===== config.mk =====
export PLATFORM = sky130hd
export DESIGN_NAME = piggy_uart_rx
export DESIGN_NICKNAME = d
export VERILOG_FILES = /design/src/rtl/piggy_uart_rx.sv
export SDC_FILE = /design/constraint.sdc
export NUM_CORES = 1
export LEC_CHECK = 0
export ABC_AREA = 1
export CELL_PAD_IN_SITES_DETAIL_PLACEMENT = 2
export CELL_PAD_IN_SITES_GLOBAL_PLACEMENT = 2
export CORE_MARGIN = 2
export CORE_UTILIZATION = 38
export CTS_CLUSTER_SIZE = 20
export DETAILED_ROUTE_END_ITERATION = 7
export GPL_ROUTABILITY_DRIVEN = 0
export PLACE_DENSITY = 0.81
export SLEW_MARGIN = 20
export SYNTH_ARGS = -nofsm -noshare
export SYNTH_HDL_FRONTEND = slang
export SYNTH_SLANG_ARGS = --single-unit
export TNS_END_PERCENT = 1

===== constraint.sdc =====
create_clock -name clk -period 2.4 [get_ports clk]
set_input_delay 0.48 -clock clk [delete_from_list [all_inputs] [get_ports clk]]
set_output_delay 0.48 -clock clk [all_outputs]
set_load 0.01 [all_outputs]

===== src/rtl/piggy_uart_rx.sv =====
// UART receiver (8N1, LSB first) and decoder for the piggy bank's 4-byte total-report frame.
// Optional even-parity framing is enabled by defining PIGGY_RX_PARITY_EN.
module piggy_uart_rx #(
    parameter int          CLKS_PER_BIT = 868,
    parameter int          TIMEOUT_BITS = 32,
    parameter logic [7:0]  HEADER       = 8'hA5
) (
    input  logic        clk,
    input  logic        rst_n,
    input  logic        rx,
    output logic [7:0]  byte_data,
    output logic        byte_valid,
    output logic [15:0] total,
    output logic        total_valid,
    output logic        frame_err,
    output logic        chk_err,
    output logic        timeout_err,
    output logic        parity_err,
    output logic        busy
);

    localparam int HALF_BIT   = CLKS_PER_BIT / 2;
    localparam int CNT_W      = $clog2(CLKS_PER_BIT);
    localparam int TO_CYCLES  = TIMEOUT_BITS * CLKS_PER_BIT;
    localparam int TO_W       = $clog2(TO_CYCLES + 1);

    typedef enum logic [2:0] {B_IDLE, B_START, B_DATA, B_PARITY, B_STOP} byte_state_t;
    typedef enum logic [1:0] {P_HUNT, P_LO, P_HI, P_CHK} parse_state_t;

    byte_state_t  bstate;
    parse_state_t pstate;

    logic             rx_meta, rx_sync, rx_prev;
    logic [CNT_W-1:0] clk_cnt;
    logic [2:0]       bit_idx;
    logic [7:0]       shift;
    logic [7:0]       lo, hi;
    logic [TO_W-1:0]  to_cnt;
    logic             fall;
    logic             bit_done;
    logic             to_hit;

    // Synchroniser resets to the idle line level so reset release cannot fake a start edge.
    always_ff @(posedge clk or negedge rst_n) begin
        if (!rst_n) begin
            rx_meta <= 1'b1;
            rx_sync <= 1'b1;
            rx_prev <= 1'b1;
        end else begin
            rx_meta <= rx;
            rx_sync <= rx_meta;
            rx_prev <= rx_sync;
        end
    end

    assign fall     = (bstate == B_IDLE) && rx_prev && !rx_sync;
    assign bit_done = (clk_cnt == CNT_W'(CLKS_PER_BIT - 1));

`ifdef PIGGY_RX_PARITY_EN
    logic par_bad;
`endif

    // Byte FSM: every strobe is registered, so it appears the cycle after the deciding sample.
    always_ff @(posedge clk or negedge rst_n) begin
        if (!rst_n) begin
            bstate     <= B_IDLE;
            clk_cnt    <= '0;
            bit_idx    <= '0;
            shift      <= '0;
            byte_data  <= '0;
            byte_valid <= 1'b0;
            frame_err  <= 1'b0;
`ifdef PIGGY_RX_PARITY_EN
            par_bad    <= 1'b0;
            parity_err <= 1'b0;
`endif
        end else begin
            // NOTE: non-blocking assignments throughout sequential blocks so every
            // register samples the pre-edge values, independent of statement order.
            byte_valid <= 1'b0;
            frame_err  <= 1'b0;
`ifdef PIGGY_RX_PARITY_EN
            parity_err <= 1'b0;
`endif
            case (bstate)
                B_IDLE: begin
                    clk_cnt <= '0;
                    bit_idx <= '0;
                    if (fall) bstate <= B_START;
                end
                B_START: begin
                    if (clk_cnt == CNT_W'(HALF_BIT - 1)) begin
                        clk_cnt <= '0;
                        bstate  <= rx_sync ? B_IDLE : B_DATA;
                    end else begin
                        clk_cnt <= clk_cnt + CNT_W'(1);
                    end
                end
                B_DATA: begin
                    if (bit_done) begin
                        clk_cnt <= '0;
                        shift   <= {rx_sync, shift[7:1]};
                        bit_idx <= bit_idx + 3'd1;
                        if (bit_idx == 3'd7) begin
`ifdef PIGGY_RX_PARITY_EN
                            bstate <= B_PARITY;
`else
                            bstate <= B_STOP;
`endif
                        end
                    end else begin
                        clk_cnt <= clk_cnt + CNT_W'(1);
                    end
                end
`ifdef PIGGY_RX_PARITY_EN
                B_PARITY: begin
                    if (bit_done) begin
                        clk_cnt <= '0;
                        par_bad <= (^shift) ^ rx_sync;
                        bstate  <= B_STOP;
                    end else begin
                        clk_cnt <= clk_cnt + CNT_W'(1);
                    end
                end
`endif
                B_STOP: begin
                    if (bit_done) begin
                        clk_cnt <= '0;
                        bstate  <= B_IDLE;
                        if (!rx_sync) begin
                            frame_err <= 1'b1;
                        end
`ifdef PIGGY_RX_PARITY_EN
                        else if (par_bad) begin
                            parity_err <= 1'b1;
                        end
`endif
                        else begin
                            byte_data  <= shift;
                            byte_valid <= 1'b1;
                        end
                    end else begin
                        clk_cnt <= clk_cnt + CNT_W'(1);
                    end
                end
                default: bstate <= B_IDLE;
            endcase
        end
    end

`ifndef PIGGY_RX_PARITY_EN
    assign parity_err = 1'b0;
`endif

    // Timeout only runs while a frame is open and the line is quiet between bytes.
    assign to_hit = (pstate != P_HUNT) && (bstate == B_IDLE) && !fall &&
                    (to_cnt == TO_W'(TO_CYCLES - 1));

    always_ff @(posedge clk or negedge rst_n) begin
        if (!rst_n) begin
            pstate      <= P_HUNT;
            lo          <= '0;
            hi          <= '0;
            total       <= '0;
            total_valid <= 1'b0;
            chk_err     <= 1'b0;
            timeout_err <= 1'b0;
            to_cnt      <= '0;
        end else begin
            total_valid <= 1'b0;
            chk_err     <= 1'b0;
            timeout_err <= 1'b0;

            if (pstate == P_HUNT || bstate != B_IDLE || fall || byte_valid)
                to_cnt <= '0;
            else
                to_cnt <= to_cnt + TO_W'(1);

            // Line errors win over a coincident timeout, keeping one error strobe per cycle.
            if (frame_err || parity_err) begin
                pstate <= P_HUNT;
            end else if (byte_valid) begin
                case (pstate)
                    P_HUNT: if (byte_data == HEADER) pstate <= P_LO;
                    P_LO: begin
                        lo     <= byte_data;
                        pstate <= P_HI;
                    end
                    P_HI: begin
                        hi     <= byte_data;
                        pstate <= P_CHK;
                    end
                    P_CHK: begin
                        pstate <= P_HUNT;
                        if (byte_data == (HEADER ^ lo ^ hi)) begin
                            total       <= {hi, lo};
                            total_valid <= 1'b1;
                        end else begin
                            chk_err <= 1'b1;
                        end
                    end
                    default: pstate <= P_HUNT;
                endcase
            end else if (to_hit) begin
                timeout_err <= 1'b1;
                pstate      <= P_HUNT;
            end
        end
    end

    assign busy = (bstate != B_IDLE) || (pstate != P_HUNT);

endmodule


### Yosys cells after proc, flatten, opt, wreduce, memory -nomap -nowiden

Cells that the tools add are included.

| storage, ports and cells | value |
|---|---|
| register bits after elaboration | 89 |
| bits of input ports | 3 |

| operators by class | value |
|---|---|
| add/sub/neg operators | 3 |
| eq/ne operators | 18 |
| muxes and demuxes | 35 |
| bitwise operators | 3 |
| reductions and logical operators | 27 |

Operators by type and width:

| operator | count |
|---|---|
| one-hot mux 10 bit (3 select lines) | 1 |
| two-way mux 10 bit | 2 |
| two-way mux 3 bit | 6 |
| two-way mux 1 bit | 17 |
| adder 15 x 1 -> 15 bit, second input constant | 1 |
| equality test 15 bit, second input constant | 1 |
| two-way mux 15 bit | 1 |
| one-hot mux 3 bit (4 select lines) | 1 |
| adder 10 x 1 -> 10 bit, second input constant | 1 |
| equality test 10 bit, second input constant | 1 |
| equality test 10 x 9 -> 1 bit, second input constant | 1 |
| two-way mux 2 bit | 5 |
| != test 2 bit, second input constant | 5 |
| AND reduction 3 bit | 3 |
| nonzero test 3 bit | 3 |
| equality test 8 bit | 1 |
| equality test 8 bit, second input constant | 1 |
| one-hot mux 2 bit (4 select lines) | 1 |
| bitwise XOR 8 bit | 1 |
| equality test 3 bit, second input constant | 2 |
| one-hot mux 3 bit (2 select lines) | 1 |
| AND reduction 2 bit | 3 |
| logical AND 1 bit | 5 |
| AND reduction 5 bit | 1 |
| 15 further kinds | 21 |

### Logic depth before layout (Yosys ltp)

| depth | value |
|---|---|
| depth after elaboration | 9 |
| gate-level depth with buffers | 11 |

### Worst setup path before layout

No wires, ideal clock.

| timing | value |
|---|---|
| path kind | register to register |
| start | register clk_cnt[0] |
| end | register byte_data[7] |
| setup time | 0.120 ns |
| data arrival time | 1.360 ns |
| required time | 2.280 ns |
| slack | 0.920 ns |
| cell stages (with the launch flop) | 8 |
| buffers on the path | 1 |
| cells stage by stage | dfrtp_1 ha_1 nand3_1 nor3_4 nand3_2 buf_6 nand2_1 o21ai_2 |

| between the ends | value |
|---|---|
| cells in the longest elaborated chain, start to end | 2 |

RTL lines:

| element | line | source |
|---|---|---|
| from (decl) | 34 | `logic [CNT_W-1:0] clk_cnt;` |
| from (signal assigned) | 96 | `clk_cnt <= clk_cnt + CNT_W'(1);` |
| from (signal assigned) | 112 | `clk_cnt <= clk_cnt + CNT_W'(1);` |
| from (signal assigned) | 143 | `clk_cnt <= clk_cnt + CNT_W'(1);` |
| equality test 10 bit | 57 | `assign bit_done = (clk_cnt == CNT_W'(CLKS_PER_BIT - 1));` |
| AND reduction 3 bit (no line) | n/a |  |
| to (signal assigned) | 139 | `byte_data <= shift;` |
| to (decl) | 11 | `output logic [7:0] byte_data,` |

No other way between the ends.
A chain may end at the register's enable or synchronous reset.

### Final worst setup path

| timing | value |
|---|---|
| start | register pstate[0] |
| end | output busy |

| between the ends | value |
|---|---|
| cells in the longest elaborated chain, start to end | 2 |

RTL lines:

| element | line | source |
|---|---|---|
| from (decl) | 31 | `parse_state_t pstate;` |
| from (signal assigned) | 161 | `pstate <= P_HUNT;` |
| from (signal assigned) | 181 | `pstate <= P_HUNT;` |
| from (signal assigned) | 184 | `P_HUNT: if (byte_data == HEADER) pstate <= P_LO;` |
| nonzero test 2 bit | 211 | `assign busy = (bstate != B_IDLE) \|\| (pstate != P_HUNT);` |
| logical OR 1 bit | 211 |  |
| to (decl) | 19 | `output logic busy` |

No other way between the ends.

==> run summary <==
Area of the die: 12400 um^2
Max Slew Vio Count: 0
Pwr dens: 705 nW/um^2
CTS Sinks: 89
Final period util: 93.7%
Largest net degree at the start of global routing: 44
Final HPWL DP: 8620 um
Vias in the first global route: 4158
CTS H-tree depth: 3
Final hold violations: 0
Status: finished, final reports clean
WP data arrival: 1770 ps
Unrepaired setup endpoints after global routing: false
Hold Crit Class: primary input to asynchronous set/reset pin
Setup TNS: 0 ps
Register clock-pin slew on the reported worst setup and hold paths: 60 ps
Fin cells: 703
First-pass GRT wire length: 20400 um
Synth warn: 0
Largest fanout on the critical path: 4
Pwr Total: 3610 uW
Drt pass-1 iters: 4
Clock root cell: clkbuf_16
GRT Total Usage: 20.3%
DIE HEIGHT: 111 um
Max-Cap Viols: 0
Port Buffer Count: 32
Final WL: 11600 um
Path depth of the worst reg2reg path: 8
Clk_skew: 7.90 ps
Layout cells sized above 1: 10.2%
Post-CTS Resized: 0
Initial antenna violation count: 0
Post-Layout Inst Area: 5130 um^2
Vias post-DR: 3620
Residual DRC count: 0
Vias/cell: 5.15
Library cells used by synthesis: 36
Crit path kind: flop to output pin
CTS tree: built
Yosys top cell area share: 49.2%
Num rows: 39
# IOs: 34
GRT overflow: 0
Final setup fails: 0
Placed Area: 4830 um^2
Cells after synthesis: 521
N_diodes: 0
Die W: 111 um
Net count after synthesis: 534
Sequential element share of the synthesized area: 51.0%
Post-synth ARST share: 100%
Final min period: 2250 ps
CP Capture Type: output pin
R2R Setup Slk: 510 ps
Placeable Area: 11300 um^2
Postcts setup bufs: 0
Final net count: 570
Post-DRT Antenna Nets: 0
Worst setup margin: 151 ps
Seq cells post-synth: 89
CTS Buffer Depth: 2
Latest clock arrival within the worst-skew pair: 340 ps
Data required time of the worst path: 1920 ps
R2r endpoint: bit_idx[0]$_DFFE_PN0P_
Max-Slew Margin vs Limit: 66.4%
Reg2reg start: clk_cnt[0]$_DFFE_PN0P_
Wire length per cell: 16.4 um
Most numerous cell in the Yosys netlist: nand2_1
CTS Hold Bufs: 0
Dpl ws: 501 ps
Synth-to-Final Area Change: 17.3%
Mapped Area: 4370 um^2
Fmax: 0.445 GHz
Most common library cells after synthesis: nand2_1, dfrtp_1, inv_1
Drt initial violations: 98
Startpoint types: flop
Synth top area cells: dfrtp_1, nand2_1, inv_1
Post-synth EDFFs: 0
Peak VDD IR: 0.521 mV
Area leader, netlist: dfrtp_1
Clock buffers created by TritonCTS: 9
Initial Utilization: 38.6%
Synth Flop Type: dfrtp_1
Worst-Margin Slew: 503 ps
Syn Area/Cell: 8.39 um^2
Placed Cells: 689
Pleak: 0.00238 uW
worst max-delay path: stages (launching register included):
cell,delay [ps]
dfrtp_1,400
inv_1,110
ha_1,250
nand2_1,120
clkdlybuf4s50_1,550
worst max path at each step:
| stage | slack, ps | from | end |
|---|---|---|---|
| 6_report | 150 | pstate[0]$_DFFE_PN0P_ | busy |
| 5_1_grt | 60 | pstate[0]$_DFFE_PN0P_ | busy |
| 4_1_cts | 140 | pstate[0]$_DFFE_PN0P_ | busy |
| 3_5_place_dp | 500 | to_cnt[0]$_DFF_PN0_ | pstate[1]$_DFFE_PN0P_ |
| 3_3_place_gp | 600 | pstate[0]$_DFFE_PN0P_ | busy |
| 2_1_floorplan | 920 | clk_cnt[0]$_DFFE_PN0P_ | byte_data[7]$_DFFE_PN0P_ |
per-stage QoR:
step                hold slack, ps  util, %
finish                        34.7     45.3
global route                  49.7     45.3
CTS                           41.7     45.3
detailed placement             349     42.6
global placement               346     42.6
floorplan                      184        -
cell families after synthesis:
| group | synth area share, % |
|---|---|
| flip-flops | 51.0 |
| XOR/XNOR | 0.601 |
| adder cells (fa/ha/maj) | 2.86 |
| AO/OA/AOI/OAI | 9.76 |
| AND/OR/NAND/NOR | 28.1 |
| buffers and inverters | 7.59 |
| other | 0.0858 |
layout make-up:
class	instances	area, um^2
fillers	1282	6190
flip-flops and latches	89	2230
multi-input cells	353	1810
repair buffers	34	345
inverters	70	263
clock buffers	11	233
well taps	143	179
clock inverters	3	67.6
metal layers:
layer	share of wire, %	track usage (%)	up-vias
li1	-	-	1755
met1	45	25.0	1810
met2	51	36.1	37
met3	1.9	3.17	18
met4	2.0	7.57	0
met5	0	0	-
layout by cell type, fill, tap and decap left out, types with 2 or more instances in the layout:
cell	instances
buf_4	2
or2_2	2
inv_2	7
o21ai_0	37
nor2_8	2
nand2_2	6
clkdlybuf4s50_1	31
clkbuf_16	9
ha_1	10
nand4_1	24
xor2_1	2
o21ai_2	16
dfrtp_1	86
dfstp_2	3
nand2_1	159
clkbuf_1	2
nor3_1	10
a21oi_1	9
nand3b_1	3
nand3_1	28
bufinv_16	2
inv_1	62
nor2_1	29
o22ai_1	4
flip-flops by register name, summed over array words and instances, names as in the netlist:
name         cells
bit_idx          3
bstate           3
byte_data        8
byte_valid       1
chk_err          1
clk_cnt         10
frame_err        1
hi               8
lo               8
pstate           2
rx_meta          1
rx_prev          1
rx_sync          1
shift            8
timeout_err      1
to_cnt          15
total           16
total_valid      1
where the power goes:
group / switching, uW / internal (uW) / leakage (uW) / total (uW)
Combinational: 380 / 158 / 0.00100 / 538
Sequential: 46.9 / 1550 / 0.00123 / 1590
Clock: 577 / 902 / 0.000142 / 1480
Total: 1000 / 2610 / 0.00238 / 3610
No activity file was read; power rests on OpenSTA's default activity.
